$ cat config.mk
export PLATFORM = sky130hd
export DESIGN_NAME = mul_share_arbiter
export DESIGN_NICKNAME = d
export VERILOG_FILES = /design/src/rtl/mul_arb_pkg.sv /design/src/rtl/mul_rr_pick.sv /design/src/rtl/mul_share_arbiter.sv
export SDC_FILE = /design/constraint.sdc
export NUM_CORES = 1
export LEC_CHECK = 0
export CAP_MARGIN = 40
export CELL_PAD_IN_SITES_DETAIL_PLACEMENT = 1
export CELL_PAD_IN_SITES_GLOBAL_PLACEMENT = 1
export CORE_AREA = 8 8 130 222
export CTS_CLUSTER_DIAMETER = 60
export DETAILED_ROUTE_END_ITERATION = 7
export DIE_AREA = 0 0 138 230
export GPL_ROUTABILITY_DRIVEN = 0
export PLACE_DENSITY_LB_ADDON = 0.1
export SYNTH_ARGS = -nofsm -noshare
export SYNTH_HDL_FRONTEND = slang
export SYNTH_SLANG_ARGS = --single-unit
$ cat constraint.sdc
create_clock -name clk -period 2.1 [get_ports clk]
set_input_delay 0.315 -clock clk [delete_from_list [all_inputs] [get_ports clk]]
set_output_delay 0.315 -clock clk [all_outputs]
set_load 0.05 [all_outputs]
$ cat src/rtl/mul_arb_pkg.sv
`default_nettype none
// ============================================================================
// mul_arb_pkg : shared constants for the multiplier-sharing arbiter
// Rev 1.0
// ============================================================================
package mul_arb_pkg;

   localparam int DEF_NREQ    = 4;
   localparam int DEF_WIDTH   = 32;
   localparam int DEF_TIMEOUT = 255;

   localparam logic [1:0] S_IDLE  = 2'd0;
   localparam logic [1:0] S_ISSUE = 2'd1;
   localparam logic [1:0] S_DONE  = 2'd2;

   function automatic int idxw(input int n);
      return (n > 1) ? $clog2(n) : 1;
   endfunction

endpackage
`default_nettype wire

$ cat src/rtl/mul_rr_pick.sv
`default_nettype none
// ============================================================================
// mul_rr_pick : rotate-priority encoder, first set request at or after ptr
// Rev 1.0
// ============================================================================
module mul_rr_pick
   import mul_arb_pkg::*;
#(
   parameter int NREQ = DEF_NREQ,
   parameter int IDXW = idxw(DEF_NREQ)
) (
   input  logic [NREQ-1:0] req,
   input  logic [IDXW-1:0] ptr,
   output logic            any,
   output logic [IDXW-1:0] idx
);

   logic [2*NREQ-1:0] w_dbl;
   logic [NREQ-1:0]   w_rot;
   logic [IDXW:0]     w_sum;

   assign w_dbl = {req, req} >> ptr;
   assign w_rot = w_dbl[NREQ-1:0];

   // Scan downward so the lowest rotated offset is the last (winning) write.
   always_comb begin
      any   = 1'b0;
      idx   = '0;
      w_sum = '0;
      for (int k = NREQ - 1; k >= 0; k--) begin
         if (w_rot[k]) begin
            any   = 1'b1;
            w_sum = {1'b0, ptr} + (IDXW+1)'(k);
            if (w_sum >= (IDXW+1)'(NREQ)) begin
               w_sum = w_sum - (IDXW+1)'(NREQ);
            end
            idx = w_sum[IDXW-1:0];
         end
      end
   end

endmodule
`default_nettype wire

$ cat src/rtl/mul_share_arbiter.sv
`default_nettype none
// ============================================================================
// mul_share_arbiter : round-robin sharing of one req/ack multiplier, with watchdog
// Rev 1.0
// ============================================================================
module mul_share_arbiter
   import mul_arb_pkg::*;
#(
   parameter int NREQ    = DEF_NREQ,
   parameter int WIDTH   = DEF_WIDTH,
   parameter int TIMEOUT = DEF_TIMEOUT
) (
   input  logic                  clk,
   input  logic                  rst,
   input  logic [NREQ-1:0]       req,
   input  logic [NREQ*WIDTH-1:0] p0,
   input  logic [NREQ*WIDTH-1:0] p1,
   output logic [NREQ-1:0]       ack,
   output logic [WIDTH-1:0]      out,
   output logic                  err,
   output logic                  m_req,
   output logic [WIDTH-1:0]      m_p0,
   output logic [WIDTH-1:0]      m_p1,
   input  logic                  m_ack,
   input  logic [WIDTH-1:0]      m_out
);

   localparam int              IDXW      = idxw(NREQ);
   localparam logic [7:0]      c_TIMEOUT = 8'(TIMEOUT);
   localparam logic [IDXW-1:0] c_LAST    = IDXW'(NREQ - 1);

   logic [1:0]       r_state;
   logic [1:0]       w_state_nxt;
   logic [IDXW-1:0]  r_ptr;
   logic [IDXW-1:0]  r_gnt;
   logic [7:0]       r_timer;
   logic [NREQ-1:0]  r_ack;
   logic [WIDTH-1:0] r_out;
   logic             r_err;
   logic             r_m_req;
   logic [WIDTH-1:0] r_m_p0;
   logic [WIDTH-1:0] r_m_p1;

   logic             w_pick_any;
   logic [IDXW-1:0]  w_pick_idx;
   logic             w_grant;
   logic             w_done_ack;
   logic             w_done_to;
   logic [WIDTH-1:0] w_sel_a;
   logic [WIDTH-1:0] w_sel_b;
   logic [NREQ-1:0]  w_gnt_onehot;
   logic [IDXW-1:0]  w_ptr_adv;

   mul_rr_pick #(
      .NREQ (NREQ),
      .IDXW (IDXW)
   ) u_pick (
      .req (req),
      .ptr (r_ptr),
      .any (w_pick_any),
      .idx (w_pick_idx)
   );

   always_ff @(posedge clk or negedge rst) begin
      if (!rst) begin
         r_state <= S_IDLE;
      end else begin
         r_state <= w_state_nxt;
      end
   end

   always_comb begin
      w_state_nxt = r_state;
      case (r_state)
         S_IDLE:  if (w_pick_any) w_state_nxt = S_ISSUE;
         S_ISSUE: if (w_done_ack || w_done_to) w_state_nxt = S_DONE;
         S_DONE:  w_state_nxt = S_IDLE;
         default: w_state_nxt = S_IDLE;
      endcase
   end

   // A real m_ack takes precedence over the watchdog firing in the same cycle.
   always_comb begin
      w_grant      = 1'b0;
      w_done_ack   = 1'b0;
      w_done_to    = 1'b0;
      w_sel_a      = '0;
      w_sel_b      = '0;
      w_gnt_onehot = '0;
      case (r_state)
         S_IDLE:  w_grant = w_pick_any;
         S_ISSUE: begin
            w_done_ack = m_ack;
            w_done_to  = !m_ack && (r_timer == c_TIMEOUT);
         end
         default: ;
      endcase
      for (int k = 0; k < NREQ; k++) begin
         if (w_pick_idx == IDXW'(k)) begin
            w_sel_a = p0[k*WIDTH +: WIDTH];
            w_sel_b = p1[k*WIDTH +: WIDTH];
         end
         w_gnt_onehot[k] = (r_gnt == IDXW'(k));
      end
      w_ptr_adv = (r_gnt == c_LAST) ? '0 : r_gnt + IDXW'(1);
   end

   always_ff @(posedge clk or negedge rst) begin
      if (!rst) begin
         r_ptr   <= '0;
         r_gnt   <= '0;
         r_timer <= '0;
         r_ack   <= '0;
         r_out   <= '0;
         r_err   <= 1'b0;
         r_m_req <= 1'b0;
         r_m_p0  <= '0;
         r_m_p1  <= '0;
      end else begin
         r_ack <= '0;
         r_err <= 1'b0;
         if (w_grant) begin
            r_gnt   <= w_pick_idx;
            r_m_p0  <= w_sel_a;
            r_m_p1  <= w_sel_b;
            r_m_req <= 1'b1;
            r_timer <= '0;
         end else if (w_done_ack || w_done_to) begin
            r_ack   <= w_gnt_onehot;
            r_err   <= w_done_to;
            r_out   <= w_done_ack ? m_out : '0;
            r_m_req <= 1'b0;
            r_ptr   <= w_ptr_adv;
         end else if (r_state == S_ISSUE) begin
            r_timer <= r_timer + 8'd1;
         end
      end
   end

   assign ack   = r_ack;
   assign out   = r_out;
   assign err   = r_err;
   assign m_req = r_m_req;
   assign m_p0  = r_m_p0;
   assign m_p1  = r_m_p1;

endmodule
`default_nettype wire

==> summary.md, run 1 <==
| Metric | Value |
|---|---|
| Layout Cell Area excl Fill | 12600 µm² |
| Num CTS Buffers | 17 |
| Pre-antenna DRT Iters | 4 |
| Cell count after synthesis | 755 |
| Max-cap viol count | 0 |
| Grt ovf | 0 |
| Pre-CTS setup slack | -495 ps |
| R2r startpoint | r_ptr[1] |
| Peak supply drop | 0.824 mV |
| Largest net degree at the start of global routing | 62 |
| Clock-pin slew on the worst setup and hold paths | 60 ps |
| Nets | ~1500 |
| Fin Clk Skew | 14.0 ps |
| Worst setup EP type | register |
| Worst-margin pin slew | 608 ps |
| Worst-Skew Late Latency | 440 ps |
| Core Footprint | 25800 µm² |
| Share of the yosys chip area belonging to registers | 40.9% |
| DR vias | 7850 |
| Pleak | 5.08 nW |
| R2R Path End | m_p0[25] |
| Avg Inst Size Synth | 9.41 µm² |
| CP max stage cell | clkdlybuf4s50_1 |
| Drt drc | 0 |
| Port bufs | 396 |
| H-tree depth | 4 |
| CP Max Fanout | 41 |
| I/O pins | 397 |
| Setup violators final | 0 |
| Total track usage | 21.8% |
| Fmax | around 490 MHz |
| Filler Cell Count | 2883 |
| Max-slew violations | 0 |
| Post-Route WL | 35.5 mm |
| Seq cells post-synth | 116 |
| Buf+Inv Stages, Crit Path | 2 |
| Full die area | 31700 µm² |
| Final worst slack | 51.0 ps |
| Max Buffers Root-to-Sink | 2 |
| Finished Core Util | 48.9% |
| Unrepaired setup endpoints after global routing | true |
| Leading cell type in the layout, fill and taps excluded | clkdlybuf4s50_1 |
| Post-Syn Area | 7110 µm² |
| Die width | 138 µm |
| Setup TNS | 0 ps |
| Post-route ant nets | 0 |
| First-pass GRT wire length | 53.8 mm |
| Top cell family by delay on the critical path | simple AND/OR/NAND/NOR gates |
| Relative slew slack | 59.3% |
| CTS tree | yes |
| Cell chain of the critical path | clkdlybuf4s50_1, nor2_1, or4_4, and2_4, buf_12, o41ai_2, nor3_1 |
| WP data required | roughly 2400 ps |
| Mapped Nets | 1055 |
| DR vias/cell | roughly 5.2 |
| Cell Pwr Density | 1590 nW/µm² |
| DPL Wire Length | 27.4 mm |
| Starting Density | 27.6% |
| Final worst-path cycle share | 97.6% |
| DRT iter0 DRCs | between 200 and 300 |
| Share of cells above drive strength 1 | 14.4% |
| Vert. Die Dim | 230 µm |
| Tmin final | around 2000 ps |
| Mean routed wirelength per cell | 23.7 µm |
| Vias in the first global route | 8801 |
| CP max stage delay | 570 ps |
| Post-place instance area | 11900 µm² |
| Commonest cells after routing, fill and taps aside | clkdlybuf4s50_1 (393), dfrtp_1 (116), nand2_1 (73) |
| R2r worst-path depth | 5 |
| Synth Warn # | 0 |
| Core Rows | 78 |
| Initial antenna violation count | 7 |
| Reg2Reg Setup Slack | 90 ps |
| Clock Root Buffer | clkbuf_16 |
| Arrival time at the worst endpoint | 2350 ps |
| Clock sinks | ~120 |
| Element type at the critical path start | input pin |
| Hold Vio Cnt, Final | 0 |
| HP Class | input pin to asynchronous set/reset pin |
| Postcts setup bufs | 0 |
| Critical path class | input pin to register |
| Synth-to-layout area growth | 77.4% |
| Yosys cell types | 39 |
| Status | complete, no violations |
[through the flow]
step           power, mW  hold WS, ps  std cells
2_1_floorplan       11.7         19.4        755
3_3_place_gp        16.6          209       1459
3_5_place_dp        16.8          211       1459
4_1_cts             20.4          284       1491
5_1_grt             21.2          301       1498
6_report            20.1          294       1498
[flip-flops by register name, summed over array words and instances (netlist names)]
register and cells:
ack 4, r_gnt 2, m_p0 32, r_state 2, r_ptr 2, r_timer 8
m_p1 32, out 32, m_req 1, err 1
[worst max-delay path by stage]
stage / from / end / slack [ps] / cells after the start
4_1_cts: req[2] / m_p1[1] / 9 / 8
3_3_place_gp: req[2] / m_p1[0] / -450 / 8
2_1_floorplan: r_ptr[1] / m_p1[10] / 300 / 6
3_5_place_dp: req[2] / m_p1[0] / -490 / 8
6_report: req[1] / m_p0[25] / 50 / 7
5_1_grt: req[2] / m_p0[30] / -10 / 8
[power breakdown]
group,total (mW),internal [mW],switching (mW)
sequential,3.83,3.27,0.556
clock,3.43,2.31,1.12
combinational,12.8,4.85,7.95
total,20.1,10.4,9.63
[per-layer routing]
metal	share of wire, %	global-route usage, %
met5	0	0
met4	2.4	8.56
met3	7.1	7.78
met2	54	39.9
met1	37	22.0
[Yosys cell counts (all sizes together)]
master,n,share of area (%)
dfrtp,116,41
nand2,74,3.9
and3,65,5.7
nor3,64,4.5
nor4,64,5.6
a211oi,63,6.7
nand2b,63,5.5
o41ai,63,13
clkbuf,46,2.4
buf,40,3.2
o21ai,37,2.6
nor2,12,0.63
and2,7,0.65
nand3,6,0.49
ha,5,0.88
inv,5,0.26
xor2,4,0.49
mux2i,3,0.42
nor2b,3,0.26
a221o,2,0.28
xnor2,2,0.25
a21boi,1,0.11
a311oi,1,0.12
a31oi,1,0.088
mux2,1,0.16
nand4,1,0.088
o21bai,1,0.11
o221ai,1,0.12
or2,1,0.088
or3,1,0.088
or3b,1,0.12
or4,1,0.16
[cells by family after synthesis]
family | share of synthesized area (%)
buffers and inverters | 5.86
adder cells (fa/ha/maj) | 0.880
multiplexers | 0.581
flip-flops | 40.9
XOR/XNOR | 0.740
AND/OR/NAND/NOR | 27.9
AO/OA/AOI/OAI | 23.1
[cell type report]
| type | instances | area, µm² | area share, % |
|---|---|---|---|
| repair buffers | 471 | 4770 | 37.8 |
| multi-input cells | 548 | 3820 | 30.3 |
| flip-flops and latches | 116 | 2900 | 23.0 |
| clock buffers | 22 | 474 | 3.76 |
| well taps | 320 | 400 | 3.18 |
| clock inverters | 9 | 199 | 1.58 |
| inverters | 5 | 18.8 | 0.149 |
| diodes | 7 | 17.5 | 0.139 |
[timing repair]
item	4_1_cts	5_1_grt
resized for setup	1	1
pin swaps	0	1
hold endpoints to repair	12	0
gates cloned	0	0
hold buffers	1	0
setup endpoints to repair	1	3
Power figures use the tool's default switching activity.
==> run 2, diff against run 1 <==
--- a/config.mk
+++ b/config.mk
@@ -13,7 +13,7 @@
 export DETAILED_ROUTE_END_ITERATION = 7
 export DIE_AREA = 0 0 138 230
 export GPL_ROUTABILITY_DRIVEN = 0
-export PLACE_DENSITY_LB_ADDON = 0.1
+export PLACE_DENSITY = 0.85
 export SYNTH_ARGS = -nofsm -noshare
 export SYNTH_HDL_FRONTEND = slang
 export SYNTH_SLANG_ARGS = --single-unit
==> run 2 against run 1 <==
Effect of this change: the flow now finishes with violations (setup timing); critical path type unchanged; highest routed layer is now met5; sequential cell count unchanged; critical path depth is the same; first-iteration DRC count up 21%; largest cell class unchanged; worst setup slack lost 57 ps; register-to-register slack lost 30 ps.
==> summary.md, run 2 (synthesized netlist as in run 1, its figures left out) <==
| Metric | Value |
|---|---|
| Filler Cell Count | 2873 (-0.35%) |
| Fin Clk Skew | 6.87 ps (-7.13 ps) |
| DRT iter0 DRCs | 323 (+21%) |
| Area of the multi-input gates | 3990 µm² (+4.3%) |
| Relative slew slack | 59.0% (-0.28 points) |
| Vias in the first global route | 9024 (+2.5%) |
| Vert. Die Dim | 230 µm (unchanged) |
| Post-route ant nets | 0 (unchanged) |
| Num CTS Buffers | 17 (unchanged) |
| Mean routed wirelength per cell | 25.0 µm (+5.5%) |
| Top layer reached by signal wires | met5 |
| First-pass GRT wire length | 55.7 mm (+3.5%) |
| Clock Root Buffer | clkbuf_16 |
| Pleak | 5.11 nW (+0.62%) |
| Finished Core Util | 49.5% (+0.59 points) |
| Core Footprint | 25800 µm² (unchanged) |
| Total track usage | 22.5% (+0.70 points) |
| Setup violators final | 1 (+1) |
| Final worst slack | -6.03 ps (-57.0 ps) |
| Max Buffers Root-to-Sink | 2 (unchanged) |
| H-tree depth | 4 (unchanged) |
| Max-slew violations | 0 (unchanged) |
| CP Max Fanout | 7 (-83%) |
| HP Class | input pin to asynchronous set/reset pin |
| Final Power | 20.5 mW (+2.4%) |
| DR vias/cell | 5.43 (+3.6%) |
| Drt drc | 0 (unchanged) |
| Final worst-path cycle share | 100% (+2.7 points) |
| Cell Pwr Density | 1610 nW/µm² (+1.2%) |
| Full die area | 31700 µm² (unchanged) |
| Status | finished, violations left |
| Nets | 1455 (-0.27%) |
| Unrepaired setup endpoints after global routing | true |
| Post-place instance area | 11900 µm² (-0.36%) |
| Largest net degree at the start of global routing | 66 (+6.5%) |
| Placed Cells | 1454 (-0.34%) |
| Met2 wire len | 19.6 mm (+3.2%) |
| Hold Vio Cnt, Final | 0 (unchanged) |
| Postcts setup bufs | 0 (unchanged) |
| Clock sinks | 116 (unchanged) |
| Leading cell type in the layout, fill and taps excluded | clkdlybuf4s50_1 |
| WP data required | 2390 ps (about the same) |
| Layout Cell Area excl Fill | 12800 µm² (+1.2%) |
| Fmax | 475 MHz (-2.7%) |
| Commonest cells after routing, fill and taps aside | clkdlybuf4s50_1 (393), dfrtp_1 (116), nand2_1 (73) |
| Worst-margin pin slew | 613 ps (+4.14 ps) |
| Worst-Skew Late Latency | 420 ps (-20 ps) |
| Pre-antenna DRT Iters | 4 (unchanged) |
| Clock-pin slew on the worst setup and hold paths | 60 ps (about the same) |
| Synth-to-layout area growth | 79.6% |
| Post-Layout Cell Count | 1497 (-0.067%) |
| Pre-CTS setup slack | -446 ps (+48.1 ps) |
| Share of cells above drive strength 1 | 15.8% (+1.4 points) |
| Wire length on met3 | 2.47 mm (-2.3%) |
| Element type at the critical path start | input pin |
| Max-cap viol count | 0 (unchanged) |
| Register area | 2900 µm² (unchanged) |
| DR vias | 8130 (+3.6%) |
| I/O pins | 397 (unchanged) |
| Failing checks | setup timing |
| Grt ovf | 0 (unchanged) |
| Port bufs | 396 (unchanged) |
| Starting Density | 27.6% (unchanged) |
| Core Rows | 78 (unchanged) |
| Arrival time at the worst endpoint | 2400 ps (+50 ps) |
| Peak supply drop | 0.852 mV (+3.3%) |
| WL met1 | 13.8 mm (+5.9%) |
| DPL Wire Length | 28.4 mm (+3.7%) |
| Post-Route WL | 37.4 mm (+5.5%) |
| CTS tree | yes |
| Die width | 138 µm (unchanged) |
| Worst setup EP type | register |
| Tmin final | 2110 ps (+57.0 ps) |
| Initial antenna violation count | 10 (+3) |
| Critical path class | input pin to register |
[run 2: per-stage QoR]
| stage | TNS (ps) | hold WS [ps] |
|---|---|---|
| 6_report | -6.03 | 445 |
| 4_1_cts | 0 | 420 |
| 3_5_place_dp | -22350 | 342 |
| 2_1_floorplan | 0 | 19.4 |
| 3_3_place_gp | -18360 | 342 |
| 5_1_grt | -107 | 443 |
[run 2: worst max-delay path: stages]
cell and delay, ps:
clkdlybuf4s50_1 560, nor2_1 70, or4_4 550, and2_2 280
buf_4 200, o41ai_2 340, nor3_1 90
[run 2: final timing paths]
check                      startpoint        to  slack, ps  depth (start not counted)
setup / recovery               req[1]   m_p0[1]         -6                          7
hold / removal                    rst    ack[2]        440                          3
setup reg to reg             r_ptr[1]   m_p0[1]         60                          5
hold reg to reg              m_p1[20]  m_p1[20]        510                          2
max in group asynchronous         rst   m_p1[9]       1270                          3
min in group clk             m_out[7]    out[7]        450                          3
[run 2: repair_timing]
| action | in CTS | in global routing |
|---|---|---|
| resized for setup | 1 | 22 |
| gates cloned | 0 | 1 |
| hold endpoints to repair | 116 | 0 |
| setup endpoints to repair | 1 | 18 |
| hold buffers | 1 | 0 |
| pin swaps | 0 | 0 |
[run 2: power by group]
group / switching [mW] / total, mW / internal (mW)
sequential: 0.621 / 3.89 / 3.27
combinational: 8.23 / 13.1 / 4.90
clock: 1.12 / 3.53 / 2.41
total: 9.97 / 20.5 / 10.6
[run 2: layout make-up]
class                      instances  share of cell area [%]
inverter                           5                   0.147
tap                              320                    3.14
multi-input combinational        549                    31.3
timing repair buffer             466                    37.0
antenna                            9                   0.176
clock buffer                      19                    3.55
clock inverter                    13                    1.98
sequential                       116                    22.7
[run 2: layer usage]
metal  vias to the layer above  track usage, %
met5                         -               0
met3                        71            6.67
met4                         2            10.8
li1                       3662               -
met2                       321            40.7
met1                      4074            23.2
